<file path="src/rtl/cdc_pulse_rate_bridge_if.sv">
// cdc_pulse_rate_bridge_if: event inputs, overflow clears and slow-domain outputs of the pulse bridge
interface cdc_pulse_rate_bridge_if #(
    parameter int NCH = 4
) ();
    logic [NCH-1:0] fast_in;
    logic [NCH-1:0] ovf_clr_i;
    logic           slow_ce_o;
    logic [NCH-1:0] slow_out;
    logic [NCH-1:0] pending_o;
    logic [NCH-1:0] ovf_o;
    modport master (
        output fast_in, ovf_clr_i,
        input  slow_ce_o, slow_out, pending_o, ovf_o
    );
    modport slave (
        input  fast_in, ovf_clr_i,
        output slow_ce_o, slow_out, pending_o, ovf_o
    );
endinterface

</file>
<file path="src/rtl/cdc_pulse_rate_bridge.sv">
// cdc_pulse_rate_bridge: lossless multi-channel pulse transfer into a 1-in-DIV clock-enable domain
module cdc_pulse_rate_bridge #(
    parameter int NCH   = 4,
    parameter int CNT_W = 4,
    parameter int DIV   = 8,
    parameter int EDGE  = 0
) (
    input logic clk,
    input logic reset_i,
    cdc_pulse_rate_bridge_if.slave bus
);
    localparam int CW = DIV > 1 ? $clog2(DIV) : 1;
    logic [CW-1:0]    ce_cnt;
    logic             slow_ce, ce_last;
    logic [NCH-1:0]   fast_d, ev, nz, full, dec, drop, slow_out, ovf;
    logic [CNT_W-1:0] cnt     [NCH];
    logic [CNT_W-1:0] cnt_nxt [NCH];
    assign ce_last = ce_cnt == CW'(DIV - 1);
    assign ev = EDGE != 0 ? bus.fast_in & ~fast_d : bus.fast_in;
    // a simultaneous event and delivery cancel out, so saturation never drops in that case
    always_comb begin
        for (int i = 0; i < NCH; i++) begin
            nz[i]      = cnt[i] != '0;
            full[i]    = &cnt[i];
            dec[i]     = nz[i] & slow_ce;
            drop[i]    = ev[i] & ~dec[i] & full[i];
            cnt_nxt[i] = ev[i] & ~dec[i] & ~full[i] ? cnt[i] + 1'b1 :
                         ~ev[i] & dec[i] ? cnt[i] - 1'b1 : cnt[i];
        end
    end
    always_ff @(posedge clk) begin
        if (reset_i) begin
            ce_cnt   <= '0;
            slow_ce  <= 1'b0;
            fast_d   <= '0;
            slow_out <= '0;
            ovf      <= '0;
            for (int i = 0; i < NCH; i++) cnt[i] <= '0;
        end else begin
            ce_cnt  <= ce_last ? '0 : ce_cnt + 1'b1;
            slow_ce <= ce_last;
            fast_d  <= bus.fast_in;
            cnt     <= cnt_nxt;
            ovf     <= drop | (ovf & ~bus.ovf_clr_i);
            if (slow_ce) slow_out <= nz;
        end
    end
    assign bus.slow_ce_o = slow_ce;
    assign bus.slow_out  = slow_out;
    assign bus.pending_o = nz;
    assign bus.ovf_o     = ovf;
endmodule

</file>
<file path="src/flat_wrapper.sv">
// flat-port wrapper written by rule: the top's interface ports become plain ports
module cdc_pulse_rate_bridge_flat 
#(
    parameter int NCH   = 4,
    parameter int CNT_W = 4,
    parameter int DIV   = 8,
    parameter int EDGE  = 0
)
  (clk, reset_i, bus_fast_in, bus_ovf_clr_i, bus_slow_ce_o, bus_slow_out, bus_pending_o, bus_ovf_o);
  cdc_pulse_rate_bridge_if #(.NCH(NCH)) bus_i ();
  input logic clk;
  input logic reset_i;
  input wire logic [$bits(bus_i.fast_in)-1:0] bus_fast_in;
  input wire logic [$bits(bus_i.ovf_clr_i)-1:0] bus_ovf_clr_i;
  output wire logic [$bits(bus_i.slow_ce_o)-1:0] bus_slow_ce_o;
  output wire logic [$bits(bus_i.slow_out)-1:0] bus_slow_out;
  output wire logic [$bits(bus_i.pending_o)-1:0] bus_pending_o;
  output wire logic [$bits(bus_i.ovf_o)-1:0] bus_ovf_o;
  assign bus_i.fast_in = bus_fast_in;
  assign bus_i.ovf_clr_i = bus_ovf_clr_i;
  assign bus_slow_ce_o = bus_i.slow_ce_o;
  assign bus_slow_out = bus_i.slow_out;
  assign bus_pending_o = bus_i.pending_o;
  assign bus_ovf_o = bus_i.ovf_o;
  cdc_pulse_rate_bridge #(.NCH(NCH), .CNT_W(CNT_W), .DIV(DIV), .EDGE(EDGE)) u_core (.clk(clk), .reset_i(reset_i), .bus(bus_i));
endmodule
</file>
<file path="config.mk">
export PLATFORM = sky130hd
export DESIGN_NAME = cdc_pulse_rate_bridge_flat
export DESIGN_NICKNAME = d
export VERILOG_FILES = /design/src/rtl/cdc_pulse_rate_bridge_if.sv /design/src/rtl/cdc_pulse_rate_bridge.sv /design/src/flat_wrapper.sv
export SDC_FILE = /design/constraint.sdc
export NUM_CORES = 1
export LEC_CHECK = 0
export CAP_MARGIN = 20
export CORE_ASPECT_RATIO = 1.4
export CORE_MARGIN = 8
export CORE_UTILIZATION = 40
export DETAILED_ROUTE_END_ITERATION = 10
export PLACE_DENSITY = 0.59
export SLEW_MARGIN = 20
export SYNTH_ARGS = -nofsm -noshare
export SYNTH_HDL_FRONTEND = slang
export SYNTH_SLANG_ARGS = --single-unit
</file>
<file path="constraint.sdc">
create_clock -name clk -period 2.3 [get_ports clk]
set_clock_uncertainty 0.2 [all_clocks]
set_input_delay 0.23 -clock clk [delete_from_list [all_inputs] [get_ports clk]]
set_output_delay 0.23 -clock clk [all_outputs]
set_load 0.02 [all_outputs]
</file>
==> Word level (Yosys, flattened, before mapping) <==
Index checks and enable logic that the tools add are counted.
{ "classes": {"n_addsub": 9, "multipliers": 0, "div": 0, "order_cmp": 0, "eq_ne": 1, "n_shift": 0, "muxes": 8, "bitwise_logic": 35, "reduce_logical": 13} }
{ "op_table": {"columns": ["op", "count"], "rows": [
  ["4-bit 2-to-1 mux", 8],
  ["1-bit bitwise AND", 20],
  ["4-bit by 1-bit adder with 4-bit output (second input constant)", 4],
  ["4-bit AND reduction", 4],
  ["4-bit nonzero test", 4],
  ["4-bit by 1-bit subtractor with 4-bit output (second input constant)", 4],
  ["1-bit NOT", 12],
  ["2-bit nonzero test", 4],
  ["4-bit bitwise AND", 1],
  ["4-bit NOT", 1],
  ["4-bit OR", 1],
  ["3-bit by 1-bit adder with 3-bit output (second input constant)", 1],
  ["3-bit == test (second input constant)", 1],
  ["2-bit OR reduction", 1]
]} }
{ "word_totals": {"reg_bits": 28, "latch_bits": 0, "ramBits": 0, "romBits": 0, "input_bits": 10, "wordCells": 74, "n_memories": 0} }

==> Depth between registers and ports, before layout <==
Gate-level depths: netlist of run 1.
{ "depth": {"ltp_word": 6, "depth_mapped": 9} }

==> Worst setup path before layout of run 1 <==
OpenSTA, ideal clock, no wires.
{ "synth_path": {"path_kind": "flip-flop to flip-flop", "start": "register u_core.slow_ce, in the netlist u_core.bus.slow_ce_o", "end": "register u_core.cnt[7] (netlist bit)", "arrival_time_ps": 2311, "t_required_ps": 1967, "path_slack_ps": -344, "stages_incl_launch_ff": 10, "path_buffers": 2, "period_less_slack_ps": 2644, "path_cell_list": "dfxtp_1 -> buf_2 -> buf_1 -> a41oi_1 -> o21ai_0 -> ha_1 -> a21oi_1 -> a21oi_1 -> mux2i_1 -> o221ai_1"} }
{ "synth_via": {"elab_chain_cells": 5} }
{ "synth_rtl": {"columns": ["element", "line_no", "rtl"], "rows": [
  ["start: declaration", "cdc_pulse_rate_bridge.sv:14", "logic slow_ce, ce_last;"],
  ["start signal: assignment", "cdc_pulse_rate_bridge.sv:41", "slow_ce <= ce_last;"],
  ["1-bit bitwise AND *", "cdc_pulse_rate_bridge.sv:25", "dec[i] = nz[i] & slow_ce;"],
  ["1-bit NOT", "cdc_pulse_rate_bridge.sv:27", "cnt_nxt[i] = ev[i] & ~dec[i] & ~full[i] ? cnt[i] + 1'b1 :"],
  ["1-bit bitwise AND (2 in a row)", "cdc_pulse_rate_bridge.sv:27", null],
  ["4-bit 2-to-1 mux or 2-bit nonzero test (tied branches)", null, null],
  ["end signal: assignment", "cdc_pulse_rate_bridge.sv:43", "cnt <= cnt_nxt;"],
  ["end: declaration", "cdc_pulse_rate_bridge.sv:16", "logic [CNT_W-1:0] cnt [NCH];"]
]} }
Mark *: on every way between the ends. The rest lies on a longest branch, timed or not.
A chain may end at the register's enable or synchronous reset.

==> Final worst setup path of run 1 <==
{ "layout_path": {"start": "register u_core.cnt[7] (netlist bit)", "end": "output bus_pending_o[2]"} }
{ "layout_via": {"elab_chain_cells": 1} }
{ "layout_rtl": {"columns": ["element", "line_no", "rtl"], "rows": [
  ["4-bit nonzero test", "cdc_pulse_rate_bridge.sv:23", "nz[i] = cnt[i] != '0;"],
  ["end: declaration", "flat_wrapper.sv:17", "output wire logic [$bits(bus_i.pending_o)-1:0] bus_pending_o;"]
]} }
Every way passes these cells.

==> results of run 1 <==
Yosys cell counts, types with 5 or more instances:
library cell	instances	area [um2]
nor2_1	9	33.8
mux2i_1	10	100
dfxtp_1	28	561
nand2_1	6	22.5
nor3b_1	5	37.5
nand3_1	10	50.1
o21ai_0	10	50.1
a21oi_1	27	135
inv_1	10	37.5
ha_1	10	125
worst register-to-register path, cell delays in order (launching register included):
cell      delay (ns)
dfxtp_1         0.38
nor4_2          0.34
o21ai_1         0.15
buf_4           0.17
ha_1            0.18
a21oi_1         0.28
a21oi_1         0.11
mux2i_1         0.15
o221ai_1        0.12
layer usage:
layer,global-route usage (%),vias to the layer above
met5,0,-
met4,7.01,0
met3,2.65,8
met2,23.2,39
met1,14.3,828
li1,-,837
final cells by class:
type                            instances  area [um2]
Fill cell                             399        1930
Timing Repair Buffer                   45         393
Inverter                               10        37.5
Tap cell                               60        75.1
Sequential cell                        28         564
Multi-Input combinational cell        153        1190
Clock buffer                            4        55.1
cells by family (layout without fill, tap and decap cells):
family | after synthesis | in the layout | share of synthesized area [%]
compound gates | 64 | 64 | 24.0
xor+xnor | 4 | 4 | 1.98
fa+ha+maj | 14 | 14 | 11.6
buf+inv | 17 | 59 | 3.68
flops | 28 | 28 | 31.7
mux | 13 | 13 | 7.99
simple gates | 58 | 58 | 19.0
worst max-delay path by stage:
stage	slack [ns]	startpoint	cells past startpoint	end
finish	0.1	u_core.cnt[7]	4	bus_pending_o[2]
global route	0.001	u_core.cnt[9]	8	u_core.cnt[11]
CTS	0.06	u_core.cnt[0]	7	u_core.cnt[3]
detailed placement	0.08	u_core.cnt[0]	7	u_core.cnt[3]
global placement	0.20	u_core.cnt[12]	8	u_core.cnt[15]
floorplan	-0.02	u_core.bus.slow_ce_o	9	u_core.cnt[7]
power by group through the flow:
stage,sequential (uW),combinational [uW],clock (uW)
6_report,598,483,310
2_1_floorplan,599,275,0
4_1_cts,590,474,320
3_3_place_gp,598,453,0
3_5_place_dp,601,472,0
5_1_grt,606,535,336
registers in the layout, indices dropped and copies added (netlist names):
register and flops:
u_core.bus.slow_ce_o 1, u_core.cnt 16, u_core.bus.slow_out 4, u_core.bus.ovf_o 4, u_core.ce_cnt 3
through the flow:
stage	hold WS, ns	setup WS (ns)
2_1_floorplan	0.201	-0.0209
6_report	0.258	0.0984
5_1_grt	0.289	0.00135
3_3_place_gp	0.216	0.197
4_1_cts	0.275	0.0601
3_5_place_dp	0.261	0.0844
==> out/metrics.cfg, run 1 <==
[die]
fp.dieW_um = 72.2
core-area_um2 = 4240
die_area_um2 = 6840
ios = 23
start_util_pct = 41.7
rows = 28
die_height_um = 94.7

[flow_run]
maxCapViolations = 0

[clocking]
cts_buffers = 3
cts_resized = 0
cts.sinks = 28
post_cts_buffers = 0
cts_tree = done
clock_path_buffers = 2
htreeDepth = 1
clock_latency_ns = 0.27
path_clk_slew_ns = 0.10
cts_root_buf = clkbuf_8
cts_hold_buf = 0

[detailed_routing]
drt_iter0_markers = 84
dr.pass1.iters = 4
antenna_left = 0
drc_errors = 0
dr_wl_met2_um = 2080
wl_met3_um = 181
wl_met1_um = 1810
wirelength_um = 4160
vias = 1712
vias_per_cell = 5.71
wl_per_cell_um = 13.9
top_layer = met4

[synthesis]
avgSynthCellArea_um2 = 8.94
synth_ff_type = dfxtp_1
async_flop_share_pct = 0
synthDistinctLibCells = 42
syn-num-nets = 222
synth_seq_cells = 28
seq_area_frac_synth_pct = 31.7
synth_enable_flop_cells = 0
synthCells = 198
syn_area_um2 = 1770
synth_warnings = 0

[timing]
tightest_slew_ns = 0.537
fin_crit_sh_pct = 95.7
rsz0062_at_grt = false
hold_viol_final = 0
relSlewSlack_pct = 63.8
setup_violations = 0
fin_crit_ns = 2.20
max_freq_mhz = 454
slew_violations = 0
tns_ns = 0

[placement]
place_inst = 296
place_congestion = 0.847
placed_area_um2 = 2230
dp_hpwl_um = 3200
port_buffers = 22

[critical_path]
crit_path_max_incr_delay_ns = 0.53
crit_chain = nor4_2 -> buf_4 -> inv_1 -> clkdlybuf4s50_1
crit_type = flip-flop to primary output
reg2reg_setup_slack_ns = 0.12
r2r_cells = 8
end_kind = primary output
crit_path_start_kind = flip-flop
cp_slowest_cell = clkdlybuf4s50_1
cpLargestDelayFamily = buffers and inverters
critPathBufInv = 3
cp_max_fo = 6
crit_required_ns = 1.87
worstReg2RegStart = u_core.cnt[11]
r2r-end = u_core.cnt[11]
arrival_ns = 1.77

[global_route]
antenna_found_initial = 0
overflow = 0
grt_pass1_wl_um = 7460
grt_pass1_vias = 1723
grt_max_degree = 27
groute.usage.overall_pct = 13.1

[final_layout]
finalNetCount = 265
instances_no_fill = 300
final_common_cell = dfxtp_1
design_area_um2 = 2310
diodes = 0
syn_to_final_growth_pct = 30.6
post-route-util_pct = 54.5
drive_gt1_share_pct = 18.8
final_cell_mix = dfxtp_1, a21oi_1, buf_4

[min_path]
min_from = u_core.ce_cnt[0]
hold_class = flip-flop to flip-flop
min_to = u_core.ce_cnt[0]
hold_depth = 1

[power]
cellPowerDensity_nw_per_um2 = 602
ir_drop_v = 0.000347
p_switching_uw = 464
seqPwrFrac_pct = 43.0
power.internal_uw = 927
p_total_uw = 1390
p_comb_share_pct = 34.7
p_clk_share_pct = 22.3
netSwitchingFraction_pct = 33.3
p_leak_uw = 0.000944

[outcome]
outcome = finished clean

Power figures use the tool's default switching activity.
==> inputs of run 2 (changes only) <==
- SLEW_MARGIN: 20 -> default
==> results of run 2 <==
The final DEF is identical to that of run 1; final timing and power are the same.
==> inputs of run 3 (changes only) <==
- CORE_ASPECT_RATIO: 1.4 -> 1.2
- RECOVER_POWER: default -> 50
- TNS_END_PERCENT: default -> 100
==> run 3 against run 2 <==
Clock power grew 28%. Utilization shrank 0.46 points. Flip-flop and latch count is the same. Worst hold slack lost 0.0063 ns. Via count shrank 4.5%. Die area shrank 0.31%. Register-to-register slack is essentially flat.
==> out/metrics.cfg, run 3 (same netlist as run 1, synthesis figures left out) <==
[final_layout]
post-route-util_pct = 54.1  ; was 54.5%
largest_reg_flops = 16  ; unchanged
instances_no_fill = 295  ; was 300
final_cell_mix = dfxtp_1, a21oi_1, buf_4  ; unchanged
drive_gt1_share_pct = 17.2  ; was 18.8%
final_common_cell = dfxtp_1  ; unchanged
syn_to_final_growth_pct = 30.2  ; was 30.6%
finalNetCount = 264  ; was 265
diodes = 0  ; unchanged
largest-register = u_core.cnt  ; unchanged
fillers = 391  ; was 399

[clocking]
cts_root_buf = clkbuf_8  ; unchanged
cts_hold_buf = 0  ; unchanged
path_clk_slew_ns = 0.10  ; about the same
cts.sinks = 28  ; unchanged
clock_path_buffers = 2  ; unchanged
cts_buffers = 3  ; unchanged
cts_tree = done  ; unchanged
clock_latency_ns = 0.28  ; was 0.27 ns
htreeDepth = 1  ; unchanged

[timing]
max_freq_mhz = 455  ; was 454 MHz
rsz0062_at_grt = true  ; was false
hold_viol_final = 0  ; unchanged
setup_violations = 0  ; unchanged
slew_violations = 0  ; unchanged
tightest_slew_ns = 0.496  ; was 0.537 ns
relSlewSlack_pct = 66.5  ; was 63.8%
hold_slack_ns = 0.252  ; was 0.258 ns
fin_crit_ns = 2.20  ; about the same
fin_crit_sh_pct = 95.5  ; was 95.7%

[global_route]
groute.usage.overall_pct = 12.4  ; was 13.1%
grt_pass1_vias = 1679  ; was 1,723
grt_pass1_wl_um = 7170  ; was 7460 um
grt_max_degree = 27  ; unchanged
antenna_found_initial = 0  ; unchanged
overflow = 0  ; unchanged

[critical_path]
crit_chain = nor4_4 -> buf_4 -> inv_1 -> clkdlybuf4s50_1  ; was nor4_2 -> buf_4 -> inv_1 -> clkdlybuf4s50_1
cp_max_fo = 6  ; unchanged
reg2reg_setup_slack_ns = 0.13  ; was 0.12 ns
cp_slowest_cell = clkdlybuf4s50_1  ; unchanged
crit_type = flip-flop to primary output  ; unchanged
end_kind = primary output  ; unchanged
worstReg2RegStart = u_core.cnt[11]  ; unchanged
arrival_ns = 1.77  ; about the same
r2r-end = u_core.cnt[11]  ; unchanged
crit_required_ns = 1.87  ; about the same
crit_path_start_kind = flip-flop  ; unchanged
r2r_cells = 8  ; unchanged
crit_path_max_incr_delay_ns = 0.52  ; was 0.53 ns

[die]
die_height_um = 88.9  ; was 94.7 um
rows = 26  ; was 28
ios = 23  ; unchanged
start_util_pct = 41.5  ; was 41.7%
die_area_um2 = 6820  ; was 6840 um2
fp.dieW_um = 76.7  ; was 72.2 um
core-area_um2 = 4260  ; was 4240 um2

[detailed_routing]
wirelength_um = 4160  ; about the same
antenna_left = 0  ; unchanged
vias = 1635  ; was 1,712
vias_per_cell = 5.54  ; was 5.71
wl_per_cell_um = 14.1  ; was 13.9 um
drt_iter0_markers = 52  ; was 84
drc_errors = 0  ; unchanged
dr.pass1.iters = 4  ; unchanged

[min_path]
hold_class = flip-flop to flip-flop  ; unchanged
hold_depth = 1  ; unchanged
min_to = u_core.ce_cnt[0]  ; unchanged
min_from = u_core.ce_cnt[0]  ; unchanged

[power]
ir_drop_v = 0.000294  ; was 0.000347 V
p_leak_uw = 0.000959  ; was 0.000944 uW
p_total_uw = 1470  ; was 1390 uW
cellPowerDensity_nw_per_um2 = 640  ; was 602 nW/um2

[placement]
port_buffers = 22  ; unchanged
place_congestion = 0.878  ; was 0.847
dp_hpwl_um = 3230  ; was 3200 um
place_inst = 291  ; was 296

[outcome]
outcome = finished clean  ; unchanged

[flow_run]
maxCapViolations = 0  ; unchanged

## run 3: changes by cell type in the layout (fill, tap and decap cells not counted), sizes merged
cell           delta
dlygate4sd3       +8
clkdlybuf4s50     -8
clkbuf            +2
buf               -4
bufinv            +1
## run 3: through the flow
stage	worst slack (ns)	setup TNS, ns	area [um2]
after global placement	0.185	0	2210
after global routing	-0.00721	-0.00721	2300
after CTS	0.0254	0	2280
after floorplan	-0.0209	-0.0209	1790
final	0.104	0	2300
after detailed placement	0.0410	0	2210
## run 3: critical path: cells and delay by family (launching register included)
family,cells,cell delay [ns]
buffers and inverters,3,0.75
DFF,1,0.39
and+or+nand+nor,1,0.34
## run 3: final cells by class
| cell class | instances | area (um2) | area share [%] |
|---|---|---|---|
| flip-flops and latches | 28 | 564 | 24.5 |
| clock buffers | 3 | 41.3 | 1.79 |
| inverters | 10 | 37.5 | 1.63 |
| repair buffers | 44 | 374 | 16.2 |
| clock inverters | 1 | 30.0 | 1.30 |
| multi-input cells | 153 | 1190 | 51.5 |
| well taps | 56 | 70.1 | 3.04 |
## run 3: where the power goes
group | leakage [uW] | total (uW) | switching [uW] | internal [uW]
registers | 0.000230 | 603 | 73.6 | 530
logic | 0.000693 | 474 | 234 | 240
clock network | 0.0000357 | 396 | 162 | 233
total | 0.000959 | 1470 | 470 | 1000
## run 3: worst max-delay path by stage
stage | start | cells after the start | end
6_report | u_core.cnt[7] | 4 | bus_pending_o[2]
4_1_cts | u_core.cnt[4] | 7 | u_core.cnt[7]
3_5_place_dp | u_core.cnt[7] | 7 | u_core.cnt[7]
5_1_grt | u_core.cnt[3] | 8 | u_core.cnt[3]
3_3_place_gp | bus_fast_in[0] | 8 | u_core.cnt[15]
2_1_floorplan | u_core.bus.slow_ce_o | 9 | u_core.cnt[7]
## run 3: repair_timing
action                                  CTS  global route
gates resized for setup                   0             8
endpoints found under the setup margin    0             7
setup buffers                             0             0
## run 3: routing by layer
metal	vias up	wire [um]	share of wire (%)	global-route usage [%]
li1	834	-	-	-
met1	766	1870	45	13.8
met2	29	2090	50	22.4
met3	6	146	3.5	2.34
met4	0	55	1.3	5.60
met5	-	0	0	0
